### config.mk
export PLATFORM = sky130hd
export DESIGN_NAME = core_run_controller
export DESIGN_NICKNAME = d
export VERILOG_FILES = /design/src/rtl/core_run_controller.sv
export SDC_FILE = /design/constraint.sdc
export NUM_CORES = 1
export LEC_CHECK = 0
export ABC_AREA = 1
export CELL_PAD_IN_SITES_DETAIL_PLACEMENT = 0
export CELL_PAD_IN_SITES_GLOBAL_PLACEMENT = 2
export CORE_MARGIN = 5
export CORE_UTILIZATION = 25
export DETAILED_ROUTE_END_ITERATION = 8
export HOLD_SLACK_MARGIN = 0.12
export PLACE_DENSITY_LB_ADDON = 0.25
export REMOVE_ABC_BUFFERS = 1
export SLEW_MARGIN = 20
export SYNTH_ARGS = -nofsm -noshare
export SYNTH_HDL_FRONTEND = slang
export SYNTH_SLANG_ARGS = --single-unit
### constraint.sdc
create_clock -name clk -period 2.6 [get_ports clk]
set_input_delay 0.39 -clock clk [delete_from_list [all_inputs] [get_ports clk]]
set_output_delay 0.39 -clock clk [all_outputs]
set_load 0.02 [all_outputs]
### src/rtl/core_run_controller.sv
// core_run_controller: launches a set of cores, tracks their end-of-operation flags and reports done or timeout.
module core_run_controller #(
  parameter int core_count = 4,
  parameter int cnt_width  = 16
) (
  input  logic                  clk,
  input  logic                  reset,
  input  logic                  start,
  input  logic [core_count-1:0] core_enable,
  input  logic [core_count-1:0] endop_signal,
  input  logic [cnt_width-1:0]  timeout_limit,
  output logic [core_count-1:0] core_start,
  output logic                  busy,
  output logic                  all_done,
  output logic                  timeout,
  output logic [core_count-1:0] done_mask,
  output logic [cnt_width-1:0]  cycle_count
);
  typedef enum logic [2:0] {S_IDLE, S_LAUNCH, S_RUN, S_DONE, S_TIMEOUT} state_t;
  state_t state, state_nx;
  logic [core_count-1:0] run_mask, hits;
  logic [cnt_width:0] cnt_inc;
  logic accept, complete, expired;
  assign hits     = done_mask | (endop_signal & run_mask);
  assign complete = hits == run_mask;
  // one extra bit so the limit compare stays correct when the counter is saturated
  assign cnt_inc  = {1'b0, cycle_count} + {{cnt_width{1'b0}}, 1'b1};
  assign expired  = |timeout_limit && cnt_inc >= {1'b0, timeout_limit};
  assign accept   = start && |core_enable &&
                    (state == S_IDLE || state == S_DONE || state == S_TIMEOUT);
  always_ff @(posedge clk)
    if (!reset) state <= S_IDLE;
    else state <= state_nx;
  always_comb begin
    state_nx = state;
    case (state)
      S_LAUNCH: state_nx = S_RUN;
      S_RUN:    state_nx = complete ? S_DONE : expired ? S_TIMEOUT : S_RUN;
      default:  state_nx = accept ? S_LAUNCH : state;
    endcase
  end
  always_comb begin
    core_start = state == S_LAUNCH ? run_mask : '0;
    busy       = state == S_LAUNCH || state == S_RUN;
    all_done   = state == S_DONE;
    timeout    = state == S_TIMEOUT;
  end
  always_ff @(posedge clk)
    if (!reset) begin
      run_mask    <= '0;
      done_mask   <= '0;
      cycle_count <= '0;
    end else if (accept) begin
      run_mask    <= core_enable;
      done_mask   <= '0;
      cycle_count <= '0;
    end else if (state == S_RUN) begin
      done_mask   <= hits;
      cycle_count <= cnt_inc[cnt_width] ? cycle_count : cnt_inc[cnt_width-1:0];
    end
endmodule

* Yosys cells after proc, flatten, opt, wreduce, memory -nomap -nowiden *
Index checks and enable logic that the tools add are counted.

word-level totals
  input bits = 27
  output and inout port bits = 27
  logic and storage cells = 32
  flip-flop bits (word level) = 27

operators by class
  reduce and logical (&&, ||, !) cells = 12
  mux-type cells = 5
  magnitude comparators = 1
  equal/unequal tests = 5
  $add $sub $neg = 1
  bitwise logic cells = 4

operators with widths
  operator                                        count
  adder 16 x 1 -> 17 bit (second input constant)  1
  greater-or-equal comparator 17 x 16 -> 1 bit    1
  OR reduction 16 bit                             1
  2-to-1 mux 3 bit                                3
  == test 3 x 2 -> 1 bit (second input constant)  2
  case mux 3 bit (2 select lines)                 1
  bitwise AND 4 bit                               1
  == test 4 bit                                   1
  2-to-1 mux 4 bit                                1
  bitwise OR 4 bit                                1
  OR reduction 4 bit                              1
  == test 3 x 1 -> 1 bit (second input constant)  1
  == test 3 bit (second input constant)           1
  logical AND 1 bit                               3
  zero test 3 bit                                 1
  logical OR 1 bit                                3
  nonzero test 3 bit                              1
  NOT 1 bit                                       2
  AND reduction 2 bit                             1
  OR reduction 2 bit                              1

* Depth between registers and ports, before layout *
Gate-level depths: netlist of run 1.

  depth in word-level cells = 6
  mapped depth = 20
  gate-level depth less buffers = 20

* Least setup slack after synthesis of run 1 *
OpenSTA, ideal clock, no wires.

  kind = register to register
  from = register cycle_count[1]
  to = register state[1]
  setup time = 0.112 ns
  cell stages (with the launch flop) = 20
  data arrival time = 2.368 ns
  buffers on the path = 0
  slack = 0.120 ns
  period minus slack after synthesis = 2.480 ns
  data required time = 2.488 ns
  cell sequence = dfxtp_1 -> ha_1 -> nand2_1 -> nor2_4 -> nand2_2 -> nor3_1 -> xor2_1 -> inv_1 -> ha_1 -> nand2_1 -> nor2_1 -> nand2_1 -> o21ai_0 -> nand2_1 -> nand2_1 -> nor2_1 -> nand2_1 -> nand2_1 -> nand2_1 -> nand2_1

between the ends
  longest elaborated chain between the ends = 6

ends and longest elaborated chain
  item                                          line  source
  start, declared                               17    output logic [cnt_width-1:0] cycle_count
  start signal, assigned                        59    cycle_count <= cnt_inc[cnt_width] ? cycle_count : cnt_inc[cnt_width-1:0];
  adder 16 x 1 -> 17 bit                        27    assign cnt_inc = {1'b0, cycle_count} + {{cnt_width{1'b0}}, 1'b1};
  net cnt_inc[14]                               22    logic [cnt_width:0] cnt_inc;
  greater-or-equal comparator 17 x 16 -> 1 bit  28    assign expired = |timeout_limit && cnt_inc >= {1'b0, timeout_limit};
  logical AND 1 bit                             28
  2-to-1 mux 3 bit (2 in series)                38    S_RUN: state_nx = complete ? S_DONE : expired ? S_TIMEOUT : S_RUN;
  case mux 3 bit (2 select lines)               36    case (state)
  end signal, assigned                          33    else state <= state_nx;
  end, declared                                 20    state_t state, state_nx;

The timed path passes the listed nets, and every way through them passes these cells.
A chain may end at the register's enable or synchronous reset.

* Worst setup path in the final report of run 1 *
  from = register cycle_count[0]
  to = register state[1]

Same word-level chain as after synthesis.

==> reports/metrics.csv, run 1 <==
stage,metric,value,unit
yosys,area of the mapped netlist,1930,sq um
placed_design,RePlAce Congestion,0.807,
timing,Final Skew,0.00168,ns
flow_run,Max-Cap Viols,0,
power_and_ir_drop,Leak,1.23,nW
timing,post-layout minimum cycle time,2.43,ns
die,Site Rows,32,
worst_setup_path,R2R Setup Slk,0.17,ns
timing,max-slew violation count,0,
min_path,Hold Path End,state[2],
cells_and_area,Antenna diodes,0,
power_and_ir_drop,peak supply drop,0.000234,V
placed_design,Detail Placement HPWL,4780,microns
min_path,Min-Delay Path Depth,2,
timing,Slew Limit Headroom,0.718,
clock_network,clk buf depth,2,
yosys,Yosys Warn Count,0,
cells_and_area,fill count,831,
clock_network,clk slew on worst S/H paths,0.10,ns
yosys,Syn Inst Count,286,
global_routing,vias in the first global route,1915,
cells_and_area,"commonest non-fill, non-tap cell in the layout",clkdlybuf4s50_1,
timing,FMAX,412,MHz
die,Die Y,97.8,microns
detailed_routing,first-pass iteration count of the detailed router,4,
yosys,"area leader, netlist",dfxtp_1,
min_path,path type of the worst min-delay path,flop to flop,
clock_network,CTS Buf Count,3,
cells_and_area,P&R area growth vs syn,42.2,%
worst_setup_path,RR Endpoint,state[1],
worst_setup_path,WP data arrival,2.62,ns
die,die width,97.8,microns
yosys,"EDFF count, synth",0,
yosys,ranking of synthesized cells by area,"dfxtp_1 28%, ha_1 11%, nand2_1 9.6%, inv_1 8.8%, nor2_1 8.8%",
detailed_routing,vias post-DR,2024,
worst_setup_path,Worst Setup Start Kind,flop,
global_routing,first-pass GRT wire length,9450,microns
detailed_routing,DRC,0,
timing,setup violators final,0,
die,Core ar.,7610,sq um
detailed_routing,initial DRC count,68,
detailed_routing,Total Wirelength,5910,microns
clock_network,CTS tree,yes,
yosys,post-synthesis register bit count,27,
timing,Fin. Hold Viols,0,
power_and_ir_drop,pwr dens,676,nW/um^2
yosys,Syn Area/Cell,6.73,sq um
detailed_routing,Wirelength per Cell,12.9,microns
clock_network,"Clk Latency, worst-skew pair",0.28,ns
timing,Hold Worst Slack,0.491,ns
global_routing,Tot GR Track Use,0.122,
clock_network,H-tree depth,1,
worst_setup_path,"Max FO, Critical Path",6,
die,Die ar.,9560,sq um
worst_setup_path,depth of the worst register-to-register path,19,
detailed_routing,antenna-violating nets left,0,
cells_and_area,final cell count without fillers,457,
yosys,Synth top area share,0.281,
worst_setup_path,CP Capture Type,flop,
timing,setup TNS,0,ns
placed_design,number of placed instances with taps included,450,
placed_design,Port Buffers,53,
clock_network,CTS sink cnt,27,
yosys,Cell variety after synth,30,
detailed_routing,vias per cell,4.43,
die,io pins,54,
cells_and_area,most frequent cells in the layout,"53 x clkdlybuf4s50_1, 49 x nand2_1, 45 x inv_1",
cells_and_area,Final #Nets,400,
power_and_ir_drop,Total Power,1.85,mW
yosys,Synth Flop Type,dfxtp_1,
cells_and_area,share of layout cells above drive strength 1,0.118,
timing,Tcrit/Tclk final,0.934,
run_status,status,"finished, final reports clean",
yosys,"Seq/Total Area, Yosys",0.281,
die,starting density of the core,0.253,
worst_setup_path,Worst Path Required,2.79,ns
yosys,async set-reset flop share out of synthesis,0,
min_path,critical hold path startpoint,state[2],
worst_setup_path,R2R Path Start,cycle_count[0],
clock_network,CTS hold repair buffers,0,
global_routing,total gr overflow,0,
global_routing,antenna violations before repair,0,
worst_setup_path,kind of critical path,flop to flop,
clock_network,root buf cell,clkbuf_8,
global_routing,largest net degree at the start of global routing,22,
timing,Worst-Margin Slew,0.422,ns
-- area by class of cell --
cell class	instances	area [sq um]	area share
Tap cell	102	128	0.0466
Sequential cell	27	546	0.199
Clock inverter	1	5.00	0.00183
Inverter	49	184	0.0672
Timing Repair Buffer	69	651	0.238
Clock buffer	3	41.3	0.0151
Multi-Input combinational cell	206	1180	0.432
-- routing by layer --
metal,vias to the layer above,wire length (microns),global-route usage
met5,-,0,0
met4,0,43,0.0224
met3,4,303,0.0314
met2,47,2750,0.209
met1,918,2810,0.156
li1,1055,-,-
-- worst max-delay path, cell delays in order, from the launching register on --
cell	delay, ns
dfxtp_4	0.37
ha_2	0.18
nand2_1	0.09
nor2_4	0.17
nand2_4	0.10
nor3_2	0.14
xor2_1	0.21
inv_1	0.06
ha_1	0.29
nand2_1	0.08
nor2_1	0.09
nand2_1	0.06
o21ai_1	0.12
nand2_1	0.06
nand2_1	0.05
nor2_1	0.03
nand2_1	0.08
nand2_1	0.05
nand2_1	0.05
nand2_1	0.04
-- timing repair --
item                                    4_1_cts  5_1_grt
pin swaps                                     0        3
gates cloned                                  0        0
endpoints found under the setup margin        1        2
setup buffers                                 0        3
resized for setup                             1        9
hold endpoints to repair                      0        0
-- state kept, by name, indices dropped and copies added, names as in the netlist --
register / count
run_mask: 4
done_mask: 4
state: 3
cycle_count: 16
-- Yosys cell counts (5+ instances only) --
library cell  number
nand2_1           49
inv_1             45
nor2_1            45
dfxtp_1           27
a21oi_1           18
ha_1              17
o21ai_0           15
nand3_1            9
o21ai_1            9
xor2_1             9
a31oi_1            5
nand4_1            5
-- worst max-delay path by stage --
stage,startpoint,to,slack [ns],cells after the start
finish,cycle_count[0],state[1],0.17,19
floorplan,cycle_count[1],state[1],0.12,19
global placement,cycle_count[0],state[1],0.08,19
CTS,cycle_count[1],state[1],0.004,19
detailed placement,cycle_count[0],state[1],0.005,19
global route,cycle_count[1],state[1],-0.06,19
-- kinds of logic after synthesis --
kind of cell    Yosys count  share of synthesized area
xor+xnor                 13                     0.0591
compound gates           53                      0.153
simple gates            123                      0.282
fa+ha+maj                17                      0.110
flops                    27                      0.281
buf+inv                  53                      0.115
-- metrics by stage --
step	area [sq um]	util	setup slack, ns
after global placement	2640	0.348	0.0826
after floorplan	1890	-	0.120
final	2740	0.360	0.171
after detailed placement	2640	0.348	0.00475
after global routing	2740	0.360	-0.0584
after CTS	2690	0.354	0.00371
-- where the power goes --
| part | switching, mW | leakage (nW) | total (mW) | internal [mW] |
|---|---|---|---|---|
| clock network | 0.144 | 0.0255 | 0.251 | 0.108 |
| logic | 0.597 | 0.981 | 1.02 | 0.422 |
| registers | 0.0766 | 0.221 | 0.579 | 0.502 |
| total | 0.817 | 1.23 | 1.85 | 1.03 |
No activity file was read; power rests on OpenSTA's default activity.
==> run 2, diff against run 1 <==
Settings changed: CAP_MARGIN set to 20.
==> results of run 2 <==
Final layout, timing and power as in run 1 (identical DEF).
==> run 3, diff against run 2 <==
Settings changed: CORE_MARGIN 5 to 2, HOLD_SLACK_MARGIN 0.12 to unset, MAX_ROUTING_LAYER set to met4.
==> run 3 against run 2 <==
Against the previous run:
- combinational power is essentially flat
- worst setup slack gained 0.026 ns
- clock power grew 2%
- clock skew grew 0.0045 ns
- non-clock buffer count shrank 2
- final cell count shrank 0.44%
- first-iteration DRC count shrank 12%
- critical endpoint unchanged
- highest routed layer unchanged
==> reports/metrics.csv, run 3 (same netlist as run 1, synthesis figures left out) <==
stage,metric,value,unit,change
clock_network,"Clk Latency, worst-skew pair",0.28,ns,about the same
placed_design,RePlAce Congestion,0.742,,-8.0%
global_routing,largest net degree at the start of global routing,22,,unchanged
die,Core ar.,7610,sq um,unchanged
clock_network,CTS sink cnt,27,,unchanged
detailed_routing,Total Wirelength,5710,microns,-3.3%
timing,Worst-Margin Slew,0.421,ns,-0.00106 ns
detailed_routing,DRC,0,,unchanged
worst_setup_path,max incr delay on CP,0.39,ns,+0.02 ns
timing,max-slew violation count,0,,unchanged
die,starting density of the core,0.253,,unchanged
worst_setup_path,Worst Setup Start Kind,flop,,
worst_setup_path,WP buf/inv,1,,unchanged
die,Site Rows,32,,unchanged
power_and_ir_drop,peak supply drop,0.000242,V,+3.4%
clock_network,H-tree depth,1,,unchanged
detailed_routing,vias per cell,4.40,,-0.60%
worst_setup_path,kind of critical path,flop to flop,,
die,Die Y,91.8,microns,-6.1%
clock_network,CTS Buf Count,3,,unchanged
timing,Tcrit/Tclk final,0.924,,-0.00998
worst_setup_path,"Slowest-stage cell, CP",dfxtp_4,,
global_routing,Tot GR Track Use,0.142,,+0.0200
detailed_routing,first-pass iteration count of the detailed router,4,,unchanged
clock_network,root buf cell,clkbuf_8,,
timing,Slew Limit Headroom,0.719,,about the same
global_routing,first-pass GRT wire length,9280,microns,-1.8%
cells_and_area,Top Registers,"cycle_count (16), done_mask (4), run_mask (4)",,
global_routing,vias in the first global route,1950,,+1.8%
cells_and_area,most frequent cells in the layout,"53 x clkdlybuf4s50_1, 48 x nand2_1, 45 x inv_1",,
power_and_ir_drop,pwr dens,671,nW/um^2,-0.61%
detailed_routing,initial DRC count,60,,-12%
cells_and_area,register area,548,sq um,+0.46%
cells_and_area,Largest Register,cycle_count,,
worst_setup_path,"CP delay by family, top",simple AND/OR/NAND/NOR gates,,
detailed_routing,vias post-DR,2003,,-1.0%
cells_and_area,Antenna diodes,0,,unchanged
die,die width,91.8,microns,-6.1%
cells_and_area,max reg flops,16,,unchanged
detailed_routing,Wirelength per Cell,12.6,microns,-2.8%
timing,Hold Worst Slack,0.488,ns,-0.00309 ns
die,Die ar.,8420,sq um,-12%
detailed_routing,antenna-violating nets left,0,,unchanged
run_status,status,"finished, final reports clean",,
cells_and_area,share of layout cells above drive strength 1,0.116,,-0.00216
cells_and_area,fill count,848,,+2.0%
min_path,path type of the worst min-delay path,flop to flop,,
placed_design,Port Buffers,53,,unchanged
timing,post-layout minimum cycle time,2.40,ns,-0.0259 ns
flow_run,Max-Cap Viols,0,,unchanged
worst_setup_path,CP Capture Type,flop,,
timing,Fin. Hold Viols,0,,unchanged
power_and_ir_drop,Leak,1.23,nW,+0.39%
timing,Final Skew,0.00615,ns,+0.00447 ns
timing,setup violators final,0,,unchanged
timing,FMAX,416,MHz,+1.1%
global_routing,antenna violations before repair,0,,unchanged
clock_network,clk buf depth,2,,unchanged
worst_setup_path,Worst Path Required,2.78,ns,about the same
power_and_ir_drop,Total Power,1.85,mW,+0.21%
worst_setup_path,"Max FO, Critical Path",4,,-2
clock_network,CTS tree,yes,,
clock_network,clk slew on worst S/H paths,0.10,ns,about the same
cells_and_area,P&R area growth vs syn,43.3,%,
worst_setup_path,crit-path cells,ha_4 -> nand2_2 -> nor2_4 -> nand2_4 -> nor3_4 -> xor2_1 -> inv_1 -> ha_4 -> nand2_1 -> nor2_1 -> nand2_1 -> o21ai_1 -> nand2_1 -> nand2_1 -> nor2_1 -> nand2_1 -> nand2_1 -> nand2_1 -> nand2_1,,
cells_and_area,Final #Nets,398,,-0.50%
worst_setup_path,WP data arrival,2.59,ns,-0.03 ns
worst_setup_path,CP most frequent cell,nand2_1,,
die,io pins,54,,unchanged
cells_and_area,Multi-input gate area,1220,sq um,+3.1%
global_routing,total gr overflow,0,,unchanged
placed_design,Detail Placement HPWL,4460,microns,-6.7%
cells_and_area,"commonest non-fill, non-tap cell in the layout",clkdlybuf4s50_1,,
[run 3: cell count changes in the layout (fill, tap and decap cells not counted), sizes merged]
cell / delta
buf: -2
clkbuf: +1
clkinv: -1
[run 3: per-stage QoR]
step	util	setup slack, ns	TNS, ns	instance area, sq um	cells
2_1_floorplan	-	0.120	0	1890	282
4_1_cts	0.352	0.0401	0	2680	452
6_report	0.363	0.197	0	2760	455
3_5_place_dp	0.346	0.000899	0	2630	448
3_3_place_gp	0.346	-0.00571	-0.00571	2630	448
5_1_grt	0.363	-0.0270	-0.0371	2760	455
[run 3: what timing repair did]
item | CTS | global route
pin swaps | 0 | 5
setup endpoints to repair | 1 | 2
hold buffers | 0 | 0
gates resized for setup | 1 | 16
cloned | 0 | 0
buffers inserted | 0 | 3
[run 3: metal layers]
layer	global-route usage	vias up	routed length, microns
met5	-	-	0
met4	0.0373	0	61
met3	0.0189	4	192
met2	0.237	35	2660
met1	0.181	903	2800
li1	-	1061	-
[run 3: final cells by class]
type                            count  share of cell area
Multi-Input combinational cell    206               0.442
Timing Repair Buffer               67               0.230
Sequential cell                    27               0.199
Tap cell                          102              0.0462
Inverter                           49              0.0666
Clock buffer                        4              0.0163
[run 3: final timing paths]
kind                                     start       end  slack [ns]  cells after the start
worst max register to register  cycle_count[0]  state[1]        0.20                     19
worst min-delay path                  state[2]  state[2]        0.49                      2
worst max-delay path            cycle_count[0]  state[1]        0.20                     19
worst min register to register        state[2]  state[2]        0.49                      2
[run 3: tightest hold or removal path, delay by kind of cell, from the launching register on]
| family | cells | cell delay (ns) |
|---|---|---|
| flip-flops | 1 | 0.34 |
| AND/OR/NAND/NOR | 2 | 0.11 |
[run 3: report_power, final]
| part | switching [mW] | internal, mW |
|---|---|---|
| clock | 0.147 | 0.110 |
| combinational | 0.589 | 0.419 |
| sequential | 0.0857 | 0.503 |
